===== src/rtl/vx_commit_arbiter_pkg.sv =====
// Shared definitions for the commit arbiter: buffer depth and arbiter FSM states.
package vx_commit_arbiter_pkg;

    // Two entries are enough to cover the one-cycle registered-full turnaround
    // and keep one commit per cycle flowing.
    localparam int COMMIT_ARB_BUF_DEPTH = 2;

    // IDLE: round-robin pick among valid units.
    // LOCKED: the unit that started a multi-beat packet owns the port until eop.
    typedef enum logic {
        ARB_IDLE   = 1'b0,
        ARB_LOCKED = 1'b1
    } arb_state_t;

endpackage


===== src/rtl/vx_commit_elastic_buf.sv =====
// Two-entry FIFO that registers the arbiter output. The producer must only
// push while count < COMMIT_ARB_BUF_DEPTH. The arbiter derives its ready from
// the registered count, so no ready path runs back from the consumer.
module vx_commit_elastic_buf
    import vx_commit_arbiter_pkg::*;
#(
    parameter int WIDTH = 8
) (
    input  logic             clk,
    input  logic             reset,
    input  logic             in_valid,
    input  logic [WIDTH-1:0] in_data,
    output logic             out_valid,
    output logic [WIDTH-1:0] out_data,
    input  logic             out_ready,
    output logic [1:0]       count
);

    logic [WIDTH-1:0] mem [COMMIT_ARB_BUF_DEPTH];
    // Single-bit pointers: the depth is fixed at two entries.
    logic             wr_ptr;
    logic             rd_ptr;
    logic             push;
    logic             pop;

    assign push      = in_valid;
    assign pop       = out_valid && out_ready;
    assign out_valid = (count != 2'd0);
    assign out_data  = mem[rd_ptr];

    // Storage, pointers and occupancy; reset discards all contents.
    always_ff @(posedge clk or negedge reset) begin
        if (!reset) begin
            for (int i = 0; i < COMMIT_ARB_BUF_DEPTH; i++) begin
                mem[i] <= '0;
            end
            wr_ptr <= 1'b0;
            rd_ptr <= 1'b0;
            count  <= 2'd0;
        end else begin
            if (push) begin
                mem[wr_ptr] <= in_data;
                wr_ptr      <= ~wr_ptr;
            end
            if (pop) begin
                rd_ptr <= ~rd_ptr;
            end
            if (push && !pop) begin
                count <= count + 2'd1;
            end else if (!push && pop) begin
                count <= count - 2'd1;
            end
        end
    end

endmodule


===== src/rtl/vx_commit_arbiter.sv =====
// Round-robin commit arbiter with packet locking. Multi-beat packets (sop..eop)
// from one execute unit are never interleaved with other units' beats.
// Handshake: a beat moves on unit i when req_valid[i] && req_ready[i]. The
// output moves when out_valid && out_ready. A unit is never ready unless it is
// valid, and at most one req_ready bit is high.
module vx_commit_arbiter
    import vx_commit_arbiter_pkg::*;
#(
    parameter int NUM_REQS   = 4,
    parameter int DATAW      = 64,
    parameter int PERF_CTR_W = 44
) (
    input  logic                          clk,
    input  logic                          reset,
    input  logic [NUM_REQS-1:0]           req_valid,
    input  logic [NUM_REQS*DATAW-1:0]     req_data,
    input  logic [NUM_REQS-1:0]           req_sop,
    input  logic [NUM_REQS-1:0]           req_eop,
    output logic [NUM_REQS-1:0]           req_ready,
    output logic                          out_valid,
    output logic [DATAW-1:0]              out_data,
    output logic                          out_sop,
    output logic                          out_eop,
    output logic [$clog2(NUM_REQS)-1:0]   out_sel,
    input  logic                          out_ready,
    output logic [PERF_CTR_W-1:0]         perf_stalls,
    output arb_state_t                    dbg_state
);

    localparam int SELW = $clog2(NUM_REQS);
    localparam int BUFW = DATAW + SELW + 2;

    arb_state_t            state, state_n;
    logic [SELW-1:0]       rr_ptr, rr_ptr_n;
    logic [SELW-1:0]       lock_idx, lock_idx_n;
    logic [SELW-1:0]       rr_idx;
    logic                  rr_found;
    logic [SELW-1:0]       cand;
    logic [SELW-1:0]       grant_idx;
    logic                  grant_valid;
    logic                  space;
    logic                  accept;
    logic                  acc_eop;
    logic [BUFW-1:0]       push_data;
    logic [BUFW-1:0]       head_data;
    logic [1:0]            buf_count;
    logic [PERF_CTR_W-1:0] stall_cnt;

    // Space is taken from the registered count, never from out_ready.
    assign space   = (buf_count < 2'(COMMIT_ARB_BUF_DEPTH));
    assign accept  = grant_valid && space && reset;
    assign acc_eop = req_eop[grant_idx];

    // Round-robin pick: first valid unit after rr_ptr, wrapping.
    always_comb begin
        rr_idx   = '0;
        rr_found = 1'b0;
        cand     = '0;
        for (int k = 1; k <= NUM_REQS; k++) begin
            cand = SELW'((int'(rr_ptr) + k) % NUM_REQS);
            if (!rr_found && req_valid[cand]) begin
                rr_idx   = cand;
                rr_found = 1'b1;
            end
        end
    end

    // Grant: the lock owner while LOCKED (nobody if it is not valid), else the RR pick.
    always_comb begin
        grant_idx   = rr_idx;
        grant_valid = rr_found;
        if (state == ARB_LOCKED) begin
            grant_idx   = lock_idx;
            grant_valid = req_valid[lock_idx];
        end
    end

    // One-hot ready toward the granted unit while the buffer has room.
    always_comb begin
        req_ready = '0;
        if (accept) begin
            req_ready[grant_idx] = 1'b1;
        end
    end

    // Arbiter state register; order and lock only change on an accept.
    always_ff @(posedge clk or negedge reset) begin
        if (!reset) begin
            state    <= ARB_IDLE;
            rr_ptr   <= SELW'(NUM_REQS - 1);
            lock_idx <= '0;
        end else begin
            state    <= state_n;
            rr_ptr   <= rr_ptr_n;
            lock_idx <= lock_idx_n;
        end
    end

    // Next-state: lock on a non-final beat taken in IDLE, unlock on eop.
    always_comb begin
        state_n    = state;
        rr_ptr_n   = rr_ptr;
        lock_idx_n = lock_idx;
        case (state)
            ARB_IDLE: begin
                if (accept) begin
                    rr_ptr_n = grant_idx;
                    if (!acc_eop) begin
                        lock_idx_n = grant_idx;
                        state_n    = ARB_LOCKED;
                    end
                end
            end
            ARB_LOCKED: begin
                if (accept && acc_eop) begin
                    state_n = ARB_IDLE;
                end
            end
            default: state_n = ARB_IDLE;
        endcase
    end

    // Stall counter: a unit is waiting but nothing moved this cycle; saturates.
    always_ff @(posedge clk or negedge reset) begin
        if (!reset) begin
            stall_cnt <= '0;
        end else if ((|req_valid) && !accept && (stall_cnt != {PERF_CTR_W{1'b1}})) begin
            stall_cnt <= stall_cnt + PERF_CTR_W'(1);
        end
    end

    assign push_data = {grant_idx, req_sop[grant_idx], req_eop[grant_idx],
                        req_data[int'(grant_idx)*DATAW +: DATAW]};

    vx_commit_elastic_buf #(
        .WIDTH (BUFW)
    ) u_buf (
        .clk       (clk),
        .reset     (reset),
        .in_valid  (accept),
        .in_data   (push_data),
        .out_valid (out_valid),
        .out_data  (head_data),
        .out_ready (out_ready),
        .count     (buf_count)
    );

    assign {out_sel, out_sop, out_eop, out_data} = head_data;
    assign perf_stalls = stall_cnt;
    assign dbg_state   = state;

endmodule


===== config.mk =====
export PLATFORM = sky130hd
export DESIGN_NAME = vx_commit_arbiter
export DESIGN_NICKNAME = d
export VERILOG_FILES = /design/src/rtl/vx_commit_arbiter_pkg.sv /design/src/rtl/vx_commit_elastic_buf.sv /design/src/rtl/vx_commit_arbiter.sv
export SDC_FILE = /design/constraint.sdc
export NUM_CORES = 1
export LEC_CHECK = 0
export ABC_AREA = 0
export BUFFER_PORTS_ARGS = -buffer_cell sky130_fd_sc_hd__buf_4
export CORE_ASPECT_RATIO = 0.7
export CORE_MARGIN = 5
export CORE_UTILIZATION = 35
export CTS_CLUSTER_SIZE = 24
export DETAILED_ROUTE_END_ITERATION = 16
export GPL_TIMING_DRIVEN = 0
export PLACE_DENSITY_LB_ADDON = 0.1
export SYNTH_ARGS = -nofsm -noshare
export SYNTH_HDL_FRONTEND = slang
export SYNTH_HIERARCHICAL = 1
export SYNTH_SLANG_ARGS = --single-unit
export TNS_END_PERCENT = 50

===== constraint.sdc =====
create_clock -name clk -period 4.8 [get_ports clk]
set_clock_uncertainty 0.05 [all_clocks]
set_input_delay 0.48 -clock clk [delete_from_list [all_inputs] [get_ports clk]]
set_output_delay 0.48 -clock clk [all_outputs]
set_load 0.01 [all_outputs]

**After elaboration in Yosys (flattened, before gate mapping)**

Index checks and enable logic that the tools add are counted.

- Register bits after elaboration: 189
- Input port bits: 271
- Output and inout port bits: 118
- Word-level logic and storage cells: 97

- Add/sub/neg operators: 7
- $lt $le $gt $ge: 11
- Eq/ne operators: 1
- Shift operators: 1
- Muxes and demuxes: 39
- Bitwise logic cells: 6
- Reductions and logical operators: 23

Operators by type and width:

| operator | number |
|---|---|
| $mux 68 | 4 |
| $shiftx 256x9->64 | 1 |
| $bwmux 136 | 1 |
| $demux 68 s1 | 1 |
| $add 44x1->44 const B | 1 |
| $ne 44x44->1 const B | 1 |
| $lt 2x3->1 const B | 6 |
| $mux 1 | 16 |
| $bmux 1 s2 | 7 |
| $mux 2 | 7 |
| $logic_and 1x1->1 | 13 |
| $add 2x1->2 const B | 3 |
| $logic_not 1->1 | 5 |
| $add 2x2->2 const B | 2 |
| $ge 2x2->1 const B | 2 |
| $mux 4 | 1 |
| $not 1->1 | 4 |
| $not 1->2 | 2 |
| $reduce_bool 2->1 | 2 |
| $reduce_or 4->1 | 1 |
| $reduce_and 3->1 | 1 |
| $demux 1 s2 | 1 |
| $ge 2x1->1 const B | 1 |
| $lt 2x1->1 const B | 1 |
| other kinds (4) | 4 |

**Logic depth before layout (Yosys ltp)**

- Word-level depth: 20
- Gate-level depth with buffers: 10
- Depth with buffers taken out: 7

**Hierarchy**

Netlist, hierarchy kept.

Modules (own cells, without submodules):

| module | times used | cells each | area an instance (µm²) | sequential area each (µm²) |
|---|---|---|---|---|
| vx_commit_elastic_buf | 1 | 378 | 6094.6 | 3503.4 |
| vx_commit_arbiter | 1 | 487 | 4805.9 | 1228.7 |

**Worst setup path after synthesis**

No wires, ideal clock.

- Path kind: flip-flop to output port
- Start point: register rr_ptr[1]
- End point: output port req_ready[1]
- Data arrival time: 1.944 ns
- Required time: 4.270 ns
- Path slack: 2.326 ns
- Cell stages (with the launch flop): 10
- Buffers on the path: 3
- Path through: dfstp_2 > buf_2 > mux2_4 > a221o_1 > o21ai_2 > inv_2 > buf_6 > buf_6 > nand2_1 > nor2_1

- Longest elaborated chain between the ends: 19
- Elaborated cells between the ends (all ways): 36
- Those cells by class: 4 x add/sub; 2 x order compare; 21 x mux; 9 x reduce/logical

RTL lines:

| element | line | text |
|---|---|---|
| from (decl) | vx_commit_arbiter.sv:34 | `logic [SELW-1:0] rr_ptr, rr_ptr_n;` |
| from (signal assigned) | vx_commit_arbiter.sv:90 | `rr_ptr <= SELW'(NUM_REQS - 1);` |
| from (signal assigned) | vx_commit_arbiter.sv:94 | `rr_ptr <= rr_ptr_n;` |
| $add 2x1->2 | vx_commit_arbiter.sv:60 | `cand = SELW'((int'(rr_ptr) + k) % NUM_REQS);` |
| $bmux 1 s2 | vx_commit_arbiter.sv:61 | `if (!rr_found && req_valid[cand]) begin` |
| $mux 1 (not written as such) | vx_commit_arbiter.sv:61 |  |
| $mux 1 | vx_commit_arbiter.sv:61 |  |
| $logic_not 1->1 | vx_commit_arbiter.sv:61 |  |
| $logic_and 1x1->1 | vx_commit_arbiter.sv:61 |  |
| $mux 1 | vx_commit_arbiter.sv:61 |  |
| $logic_not 1->1 | vx_commit_arbiter.sv:61 |  |
| (+4 left out) | - |  |
| $mux 2 (*) | vx_commit_arbiter.sv:61 |  |
| $mux 2 (*) | vx_commit_arbiter.sv:72 | `if (state == ARB_LOCKED) begin` |
| via grant_idx[0] | vx_commit_arbiter.sv:39 | `logic [SELW-1:0] grant_idx;` |
| $lt 2x3->1 (not written as such) / $ge 2x1->1 (equally long branches) | vx_commit_arbiter.sv:82 | `req_ready[grant_idx] = 1'b1;` |
| $logic_and 1x1->1 (not written as such) | vx_commit_arbiter.sv:82 |  |
| $mux 1 (not written as such) | vx_commit_arbiter.sv:82 |  |
| $demux 1 s2 (*) | vx_commit_arbiter.sv:82 |  |
| $mux 4 (*) | vx_commit_arbiter.sv:81 | `if (accept) begin` |
| to (decl) | vx_commit_arbiter.sv:19 | `output logic [NUM_REQS-1:0] req_ready,` |

The timed path passes the listed nets; every way through them passes the cells marked *. The select of a mux whose other input is x is not followed.

**Worst setup path after layout**

- Start point: input port reset
- End point: output port req_ready[3]

- Longest elaborated chain between the ends: 2

RTL lines:

| element | line | text |
|---|---|---|
| from (decl) | vx_commit_arbiter.sv:14 | `input logic reset,` |
| $logic_and 1x1->1 | vx_commit_arbiter.sv:51 | `assign accept = grant_valid && space && reset;` |
| via accept | vx_commit_arbiter.sv:42 | `logic accept;` |
| $mux 4 | vx_commit_arbiter.sv:81 |  |

The timed path passes the listed nets, and every way through them passes these cells.

==> impl_metrics.toml <==
[grt]
grt_pass1_wl_um = 54700
grt_antenna_before_repair = 0
grt_overflow_total = 0
grt_max_degree = 111
grt_usage = 0.205
grt_pass1_vias = 8726

[synth]
synth_compound_area_frac = 0.0189
synthXorXnorAreaFrac = 0.0386
synth_fa_ha_area_frac = 0.00230
syn_area_mm2 = 0.0109
ys_types = 53
synth_top_family_by_area = "multiplexers"
synth-simple-area-share = 0.0738
syn_inst = 865
ys.flop_type = "dfrtp_1"
synthMuxAreaShare = 0.402
yosys_warnings = 6
ys_seq_area_frac = 0.434
ys_ff_latch = 189
syn_nets = 1138
async_flop_share = 1.00
synthTopCellsByArea = "dfrtp_1, mux2_2, mux2i_1, mux2_4, xnor2_1"
syn_area_per_cell_um2 = 12.6
synth_top_cell_by_area = "dfrtp_1"
synth.top_cell.area_share = 0.429
synth_edf_count = 0

[cts]
root_buffer = "clkbuf_16"
clk_pin_slew_ps = 60
clockBufferDepth = 2
post_cts_buffers = 0
clk_latency_ps = 440
numCtsBuffers = 17
clock_sinks = 189
cts_tree = "yes"
htreeDepth = 4

[floorplan]
fp.dieArea_mm2 = 0.0348
start_util = 0.352
rows = 54
die_x_um = 221
core_area_mm2 = 0.0309
pin_count = 389
die_y_um = 158

[drt]
first_pass_iters = 5
totalWireLength_um = 36800
final_antenna_net_count = 0
vias_per_cell = 4.93
vias = 8418
routedWlPerCell_um = 21.5
drcViolationCount = 0
drt_iter0_drc = 320

[worst_setup_path]
crit_fanout = 110
critPathArrivalTime_ps = 3510
end_kind = "primary output"
cp-start-kind = "primary input"
path_class = "in2out"
crit_required_ps = 4270

[timing]
setup_violations = 0
fmax_ghz = 0.248
rsz0062_at_grt = "false"
post-route-period-util = 0.841
setup_tns_ps = 0
drv_slew = 0
fin_crit_ps = 4040
worstMarginPinSlew_ps = 888
holdWs_ps = 321
setup_ws_ps = 763
slew_headroom = 0.404
hold_viol = 0

[placement]
place_inst = 1674
dp_hpwl_um = 28400
numPortBuffers = 388
gp_congestion = 0.824
detailedPlace.worstSlack_ps = 901
place_area_mm2 = 0.0144

[layout]
final_util = 0.486
fin_cells = 1708
fin_nets = 1547
drive_gt1_frac = 0.539
final_cell_area_mm2 = 0.0150
syn2layout_area_growth_pct = 37.9

[power]
p_per_area_mw_per_mm2 = 648
p_switching_mw = 3.77
p_int_mw = 5.97
p_seq_frac = 0.268
p_clk_frac = 0.161
total_power_mw = 9.73
peakVddDrop_mv = 0.303
p_leak_nw = 7.54
combPwrFrac = 0.571
p_sw_frac = 0.387

[worst_hold_path]
hp-class = "in2reg"

[flow_run]
maxCapViolations = 0

[run_status]
outcome = "complete, no violations"
[layout make-up]
cell class | count | area (µm²)
Clock inverter | 12 | 179
Inverter | 9 | 33.8
Clock buffer | 20 | 467
Timing Repair Buffer | 390 | 2960
Multi-Input combinational cell | 615 | 5840
Tap cell | 420 | 526
Buffer | 52 | 295
Sequential cell | 189 | 4730
Fill cell | 2939 | 15900
Antenna cell | 1 | 2.50
[what timing repair did]
item,4_1_cts,5_1_grt
endpoints found under the hold margin,30,0
resized for setup,0,0
hold buffers,1,0
[critical path, stage by stage]
cell           delay (ps)
dlygate4sd3_1         560
buf_8                 470
buf_16                460
nor2b_1               390
o21ai_2               180
nor2_1                440
nand2_1               140
nor2_1                170
buf_4                 150
[cell usage after synthesis (2+ instances only)]
cell and n:
o21ai_2 2, mux2_4 21, and4_1 4, nor4_2 7, mux2_1 2, buf_4 3, inv_2 2, nor3b_1 5
nand2b_1 3, nor2_1 15, a21oi_1 6, nor2b_1 4, dfrtp_1 187, buf_2 41, o21ai_0 3, or2_2 3
buf_6 5, mux2_2 183, nand3_1 18, and3_1 7, xor2_1 15, xnor2_1 33, nor3_1 6, a211oi_1 2
nand2_1 17, inv_1 7, nand4_1 26, dfstp_2 2, mux2i_1 196, clkbuf_1 3, and2_1 10, nor4_1 5
ha_1 2
[cells by family (layout without fill, tap and decap cells)]
| family | count (synthesis) | count (layout) |
|---|---|---|
| mux | 403 | 403 |
| flops | 189 | 189 |
| simple gates | 135 | 135 |
| buf+inv | 61 | 483 |
| xor+xnor | 48 | 48 |
| compound gates | 27 | 27 |
| fa+ha+maj | 2 | 2 |
| other cells | 0 | 1 |
[state kept, by name, summed over array words and instances, names as in the netlist]
register	cells
dbg_state	1
lock_idx	2
perf_stalls	44
rr_ptr	2
u_buf/count	2
u_buf/mem	136
u_buf/rd_ptr	1
u_buf/wr_ptr	1
[power groups by stage]
stage                     sequential [mW]  combinational [mW]  clock (mW)
after detailed placement             2.63                5.63           0
after global placement               2.60                5.59           0
after CTS                            2.60                5.65        1.61
after floorplan                      2.53                3.52           0
final                                2.61                5.56        1.57
after global routing                 2.69                5.95        1.68
[path summary, 6_finish.rpt]
kind                                     from              to  slack, ps  cells after the start
worst max-delay path                    reset    req_ready[3]        760                      9
worst min-delay path                out_ready    u_buf/rd_ptr        320                      3
worst max register to register      dbg_state  u_buf/mem[112]       1950                      9
worst min register to register  u_buf/mem[48]   u_buf/mem[48]        450                      1
max in group asynchronous               reset   u_buf/mem[97]       3160                      3
min in group asynchronous               reset   u_buf/mem[59]        550                      2
[cells in the final DEF (no fill, tap or decap), types with 4 or more instances in the layout]
master     count
dfrtp_1      187
nor4_2         7
and4_1         4
xor2_1        15
and2_1        10
nor3_1         6
nor4_1         5
buf_6          5
mux2i_1      196
clkbuf_16     17
buf_2         41
inv_6          4
mux2_2       183
mux2_4        21
bufinv_16      4
nor3b_1        5
buf_4        390
inv_1          7
nand2_1       17
nor2b_1        4
xnor2_1       33
nand4_1       26
and3_1         7
a21oi_1        6
nor2_1        15
nand3_1       18
[routing by layer]
layer  GRT usage  share of wire  vias up
met5           0              0        -
met4      0.0369         0.0092        0
li1            -              -     4013
met1       0.297           0.49     4147
met2       0.313           0.45      237
met3      0.0558          0.054       21
(Power assumes the default switching activity.)
